`config.mk`:
```
export PLATFORM = sky130hd
export DESIGN_NAME = dual_lane_mem_arbiter
export DESIGN_NICKNAME = d
export VERILOG_FILES = /design/src/rtl/dual_lane_mem_arbiter.sv
export SDC_FILE = /design/constraint.sdc
export NUM_CORES = 1
export LEC_CHECK = 0
export CAP_MARGIN = 5
export CORE_MARGIN = 2
export CORE_UTILIZATION = 40
export DETAILED_ROUTE_END_ITERATION = 8
export PLACE_DENSITY = 0.81
export SYNTH_ARGS = -nofsm -noshare
export SYNTH_HDL_FRONTEND = slang
export SYNTH_SLANG_ARGS = --single-unit
```
`constraint.sdc`:
```
create_clock -name clk1 -period 1.5 [get_ports clk1]
set_input_delay 0.45 -clock clk1 [delete_from_list [all_inputs] [get_ports clk1]]
set_output_delay 0.45 -clock clk1 [all_outputs]
set_load 0.005 [all_outputs]
```
`src/rtl/dual_lane_mem_arbiter.sv`:
```
// Two-lane data-memory arbiter: serialises same-packet LW/SW ops from the two
// issue lanes onto one memory port (lane 0 first) and returns load results to
// writeback tagged with destination register and issuing lane.
module dual_lane_mem_arbiter #(
  parameter int unsigned AW    = 10,
  parameter int unsigned DW    = 32,
  parameter int unsigned RW    = 5,
  parameter int unsigned CNT_W = 16
) (
  input  logic             clk1,
  input  logic             reset,
  input  logic             l0_req,
  input  logic             l0_we,
  input  logic [AW-1:0]    l0_addr,
  input  logic [DW-1:0]    l0_wdata,
  input  logic [RW-1:0]    l0_rd,
  input  logic             l1_req,
  input  logic             l1_we,
  input  logic [AW-1:0]    l1_addr,
  input  logic [DW-1:0]    l1_wdata,
  input  logic [RW-1:0]    l1_rd,
  output logic             stall,
  output logic             mem_en,
  output logic             mem_we,
  output logic [AW-1:0]    mem_addr,
  output logic [DW-1:0]    mem_wdata,
  input  logic [DW-1:0]    mem_rdata,
  output logic             wb_valid,
  output logic [RW-1:0]    wb_rd,
  output logic [DW-1:0]    wb_data,
  output logic             wb_lane,
  output logic [CNT_W-1:0] conflict_cnt
);

  typedef enum logic {
    IDLE,
    DEFER
  } state_e;

  state_e           state_q, state_d;

  // Deferred lane-1 op (only meaningful while in DEFER)
  logic             hold_we_q, hold_we_d;
  logic [AW-1:0]    hold_addr_q, hold_addr_d;
  logic [DW-1:0]    hold_wdata_q, hold_wdata_d;
  logic [RW-1:0]    hold_rd_q, hold_rd_d;

  // Memory port and front-end stall
  logic             mem_en_q, mem_en_d;
  logic             mem_we_q, mem_we_d;
  logic [AW-1:0]    mem_addr_q, mem_addr_d;
  logic [DW-1:0]    mem_wdata_q, mem_wdata_d;
  logic             stall_q, stall_d;
  logic [CNT_W-1:0] cnt_q, cnt_d;

  // Load tracking: stage 1 = load on the port, stage 2 = read data arriving
  logic             ld1_valid_q, ld1_valid_d;
  logic [RW-1:0]    ld1_rd_q, ld1_rd_d;
  logic             ld1_lane_q, ld1_lane_d;
  logic             ld2_valid_q, ld2_valid_d;
  logic [RW-1:0]    ld2_rd_q, ld2_rd_d;
  logic             ld2_lane_q, ld2_lane_d;

  // Writeback outputs
  logic             wb_valid_q, wb_valid_d;
  logic [RW-1:0]    wb_rd_q, wb_rd_d;
  logic [DW-1:0]    wb_data_q, wb_data_d;
  logic             wb_lane_q, wb_lane_d;

  // Arbitration FSM: chooses the op for the memory port, defers lane 1 on conflict
  always_comb begin
    state_d      = state_q;
    hold_we_d    = hold_we_q;
    hold_addr_d  = hold_addr_q;
    hold_wdata_d = hold_wdata_q;
    hold_rd_d    = hold_rd_q;
    mem_en_d     = 1'b0;
    mem_we_d     = 1'b0;
    mem_addr_d   = '0;
    mem_wdata_d  = '0;
    stall_d      = 1'b0;
    cnt_d        = cnt_q;
    ld1_valid_d  = 1'b0;
    ld1_rd_d     = '0;
    ld1_lane_d   = 1'b0;

    case (state_q)
      IDLE: begin
        if (l0_req) begin
          mem_en_d   = 1'b1;
          mem_we_d   = l0_we;
          mem_addr_d = l0_addr;
          if (l0_we) begin
            mem_wdata_d = l0_wdata;
          end else begin
            ld1_valid_d = 1'b1;
            ld1_rd_d    = l0_rd;
            ld1_lane_d  = 1'b0;
          end
        end
        if (l1_req) begin
          if (l0_req) begin
            hold_we_d    = l1_we;
            hold_addr_d  = l1_addr;
            hold_wdata_d = l1_wdata;
            hold_rd_d    = l1_rd;
            state_d      = DEFER;
            stall_d      = 1'b1;
            if (cnt_q != '1) begin
              cnt_d = cnt_q + CNT_W'(1);
            end
          end else begin
            mem_en_d   = 1'b1;
            mem_we_d   = l1_we;
            mem_addr_d = l1_addr;
            if (l1_we) begin
              mem_wdata_d = l1_wdata;
            end else begin
              ld1_valid_d = 1'b1;
              ld1_rd_d    = l1_rd;
              ld1_lane_d  = 1'b1;
            end
          end
        end
      end

      DEFER: begin
        mem_en_d   = 1'b1;
        mem_we_d   = hold_we_q;
        mem_addr_d = hold_addr_q;
        if (hold_we_q) begin
          mem_wdata_d = hold_wdata_q;
        end else begin
          ld1_valid_d = 1'b1;
          ld1_rd_d    = hold_rd_q;
          ld1_lane_d  = 1'b1;
        end
        state_d = IDLE;
      end

      default: begin
        state_d = IDLE;
      end
    endcase
  end

  // Load return pipeline: track the issued load, capture read data one cycle later
  always_comb begin
    ld2_valid_d = ld1_valid_q;
    ld2_rd_d    = ld1_rd_q;
    ld2_lane_d  = ld1_lane_q;
    wb_valid_d  = ld2_valid_q;
    wb_rd_d     = '0;
    wb_data_d   = '0;
    wb_lane_d   = 1'b0;
    if (ld2_valid_q) begin
      wb_rd_d   = ld2_rd_q;
      wb_data_d = mem_rdata;
      wb_lane_d = ld2_lane_q;
    end
  end

  // State and output registers with synchronous reset
  always_ff @(posedge clk1) begin
    if (reset) begin
      state_q      <= IDLE;
      hold_we_q    <= 1'b0;
      hold_addr_q  <= '0;
      hold_wdata_q <= '0;
      hold_rd_q    <= '0;
      mem_en_q     <= 1'b0;
      mem_we_q     <= 1'b0;
      mem_addr_q   <= '0;
      mem_wdata_q  <= '0;
      stall_q      <= 1'b0;
      cnt_q        <= '0;
      ld1_valid_q  <= 1'b0;
      ld1_rd_q     <= '0;
      ld1_lane_q   <= 1'b0;
      ld2_valid_q  <= 1'b0;
      ld2_rd_q     <= '0;
      ld2_lane_q   <= 1'b0;
      wb_valid_q   <= 1'b0;
      wb_rd_q      <= '0;
      wb_data_q    <= '0;
      wb_lane_q    <= 1'b0;
    end else begin
      state_q      <= state_d;
      hold_we_q    <= hold_we_d;
      hold_addr_q  <= hold_addr_d;
      hold_wdata_q <= hold_wdata_d;
      hold_rd_q    <= hold_rd_d;
      mem_en_q     <= mem_en_d;
      mem_we_q     <= mem_we_d;
      mem_addr_q   <= mem_addr_d;
      mem_wdata_q  <= mem_wdata_d;
      stall_q      <= stall_d;
      cnt_q        <= cnt_d;
      ld1_valid_q  <= ld1_valid_d;
      ld1_rd_q     <= ld1_rd_d;
      ld1_lane_q   <= ld1_lane_d;
      ld2_valid_q  <= ld2_valid_d;
      ld2_rd_q     <= ld2_rd_d;
      ld2_lane_q   <= ld2_lane_d;
      wb_valid_q   <= wb_valid_d;
      wb_rd_q      <= wb_rd_d;
      wb_data_q    <= wb_data_d;
      wb_lane_q    <= wb_lane_d;
    end
  end

  assign stall        = stall_q;
  assign mem_en       = mem_en_q;
  assign mem_we       = mem_we_q;
  assign mem_addr     = mem_addr_q;
  assign mem_wdata    = mem_wdata_q;
  assign wb_valid     = wb_valid_q;
  assign wb_rd        = wb_rd_q;
  assign wb_data      = wb_data_q;
  assign wb_lane      = wb_lane_q;
  assign conflict_cnt = cnt_q;

endmodule
```
# Word-level counts from Yosys, hierarchy flattened
# Cells that the tools add are included.
# word_totals
register_bits	163
inputBits	132
out_inout_bits	100
word_cells	68
# op_classes
n_addsub	1
eq_ne	1
mux	39
bitwise_logic	2
n_reduce_logical	4
# ops
op	n
32-bit two-way mux	6
32-bit one-hot mux with 2 select lines	1
10-bit two-way mux	3
5-bit two-way mux	6
10-bit one-hot mux with 2 select lines	1
16-bit by 1-bit adder with 16-bit output, second input constant	1
1-bit two-way mux	16
16-bit inequality test, second input constant	1
1-bit one-hot mux with 2 select lines	5
5-bit one-hot mux with 2 select lines	1
4-bit AND reduction	1
2-bit OR reduction	2
3-bit AND reduction	1
1-bit NOT	2

# Longest topological paths before layout
# logic_depth
ltp_word	6
mapped_depth	6
mapped_depth_nobuf	5

# Worst setup path before layout
# OpenSTA, ideal clock, no wires.
# synth_path
path_type	register to register
start	register cnt_q[0], in the netlist conflict_cnt[0]
end	register cnt_q[8], in the netlist conflict_cnt[8]
setup_time_ns	0.121
arrival_time_ns	1.616
required_ns	1.379
slack_ns	-0.237
stages_incl_launch_ff	6
path_buffers	0
synth_period_minus_slack_ns	1.737
path_cell_list	dfxtp_1 > ha_1 > nand4_2 > nor3_2 > a21boi_1 > mux2_2
# synth_via
elab_chain_cells	2
word_cells_on_any_way	3
classes_between	add/sub: 1; eq/ne: 1; reduce/logical: 1
# synth_lines
item	line_no	rtl
from (decl)	54	logic [CNT_W-1:0] cnt_q, cnt_d;
from (signal assigned)	198	cnt_q <= cnt_d;
parallel branches: the longest is 2 deep, another holds 16-bit by 1-bit adder with 16-bit output	-	
# Parallel ways; which one is timed is not known.
# A chain may end at the register's enable or synchronous reset.

# Final worst setup path
# layout_path
start	register cnt_q[0], in the netlist conflict_cnt[0]
end	register cnt_q[14], in the netlist conflict_cnt[14]
# Same word-level chain as after synthesis.

==> run metrics <==
Non-Filler Instances 1155; RSZ-0062 raised after global routing yes; final WL 18000 um; Post-Syn Area 6140 sq um; Initial Util 0.407; share of the synthesized area in the top cell type 0.528; htree depth 4; placed insts 1110; Power Dens Cells 1010 nW/um^2; Power, Total 9.69 mW; Seq cells post-synth 162; sequential share of the synthesized area 0.528; DR WL/cell 15.6 um; worst skew pair latency 420 ps; ys async rst share 0; Congestion Overflow GR 0; critical path startpoint category flip-flop; Post-DP HPWL 11700 um; Total Die Area 16400 sq um; drt via density 5.13; Post-synth EDFFs 0; Die Height 128 um; DRC 0; CP bufs+invs 2; row count 45; routability cong. 0.849; Post-Syn Area per Cell 8.71 sq um; Lkg Pwr 4.00 nW; post-route cell area 9610 sq um; ys flop type dfxtp_1; internal reg-to-reg setup slack -120 ps; Horiz. Die Dim 128 um; Top delay family on crit path simple AND/OR/NAND/NOR gates; worst reg2reg startpoint conflict_cnt[0]$_SDFFE_PP0P_; DP Area 8920 sq um; HP Start reset; Synth Warn # 0; Min Clock Period, post-route 1620 ps; layout cell share with drive strength beyond 1 0.152; drt pass-1 iters 5; Clock Sinks 162; TritonCTS clock tree built; Slew Limit Fails 0; endpoints failing hold 0; worst slew pin tran 586 ps; final setup fails 15; clock buffer depth 2; Core ar. 15100 sq um; total track usage 0.211; Setup TNS -835 ps; slowest stage delay, CP 350 ps; initial antenna violation count 0; CP Capture Type flip-flop; Worst path slowest cell dfxtp_4; routed via count 5924; Post-Synthesis Cells 705; Worst Path Required 1800 ps; Area contributors post-synth dfxtp_1 53%, nand2_1 7.0%, a21oi_1 6.4%; Post-Route Skew 8.03 ps; Slew HR 0.609; most frequent cell on the critical path buf_6; number of port buffers 231; Final ANT Viol Nets 0; largest net degree at the start of global routing 61; failing checks setup timing; worst setup margin -115 ps; period utilisation layout 1.08; Diodes inserted 0; pre-CTS setup slack -649 ps; CTS buffer count 17; Synth Net Count 838; leading area contributor after synthesis dfxtp_1; critical path cell sequence buf_6, ha_4, nand4_4, nor3_4, buf_6, nand4_1, mux2_2; Max Clk Rate 0.619 GHz; # Max-Cap Violations 0; Max VDD drop 0.749 mV; Iter 0 DRT Violations 314; worst setup path class reg2reg; Area Growth Syn to Fin 56.5%; vias in the first global route 5539; final core occ 0.637; IO Count 232; Post-synth top cells 162 x dfxtp_1, 115 x nand2_1, 78 x a21oi_1; CTS Root Cell clkbuf_16; crit path from conflict_cnt[0]$_SDFFE_PP0P_; global-route wire length before repair 27400 um; Crit path arrival time 1920 ps; clock transition at the registers of the reported paths 60 ps; most numerous cell in the Yosys netlist dfxtp_1; status finished, violations left; CP max FO 5; Nets 1087; Min Hold Slack 294 ps; Yosys cell types 40; Hold WC Path Type in2reg
==> cell families (layout without fill, tap and decap cells) <==
group / after synthesis / after routing / synth area share
and+or+nand+nor: 311 / 311 / 0.255
muxes: 3 / 3 / 0.00550
buffers and inverters: 60 / 322 / 0.0379
adders and majority gates: 1 / 1 / 0.00204
DFF: 162 / 162 / 0.528
AOI/OAI and AO/OA: 168 / 168 / 0.172
==> area by class of cell <==
type | count | area, sq um
clock buffers | 19 | 443
well taps | 188 | 235
inverters | 3 | 11.3
flip-flops and latches | 162 | 3290
repair buffers | 287 | 2720
clock inverters | 13 | 125
multi-input cells | 483 | 2790
fillers | 1279 | 5480
==> power by group <==
part | total (mW) | internal (mW) | switching [mW]
Sequential | 4.49 | 4.43 | 0.0510
Combinational | 1.04 | 0.597 | 0.447
Clock | 4.16 | 2.35 | 1.80
==> what timing repair did <==
action | 4_1_cts | 5_1_grt
hold buffers | 0 | 0
gates cloned | 0 | 1
setup buffers | 11 | 1
setup endpoints to repair | 180 | 48
pin swaps | 11 | 12
gates resized for setup | 154 | 28
==> per-layer routing <==
| metal | global-route usage | routed length, um |
|---|---|---|
| met5 | 0 | 0 |
| met4 | 0.0866 | 385 |
| met1 | 0.246 | 7460 |
| met2 | 0.358 | 8790 |
| met3 | 0.0689 | 1340 |
==> state kept, by name, indices dropped and copies added, names as in the netlist, 5 cells and up <==
name          count
hold_wdata_q     32
conflict_cnt     16
wb_data          32
mem_wdata        32
mem_addr         10
hold_rd_q         5
ld1_rd_q          5
hold_addr_q      10
wb_rd             5
ld2_rd_q          5
==> worst paths after layout <==
path / endpoint / depth (start not counted)
worst min-delay path: conflict_cnt[7]$_SDFFE_PP0P_ / 2
worst min register to register: wb_rd[3]$_SDFF_PP0_ / 1
worst max register to register: conflict_cnt[14]$_SDFFE_PP0P_ / 7
worst max-delay path: conflict_cnt[14]$_SDFFE_PP0P_ / 7
==> cells in the final DEF, fill, tap and decap left out, types with 11 or more instances in the layout <==
cell,synthesis,final
nor2b_1,12,11
o21a_1,33,33
nand2_1,115,115
a21oi_1,78,75
nand3_1,37,35
dfxtp_1,162,143
nand3b_1,21,21
nor2_1,53,52
clkdlybuf4s50_1,0,127
a22oi_1,32,32
dlygate4sd2_1,0,90
buf_4,2,42
clkbuf_16,0,18
and2_1,40,39
Note: power is estimated with default switching activity, not from simulation.
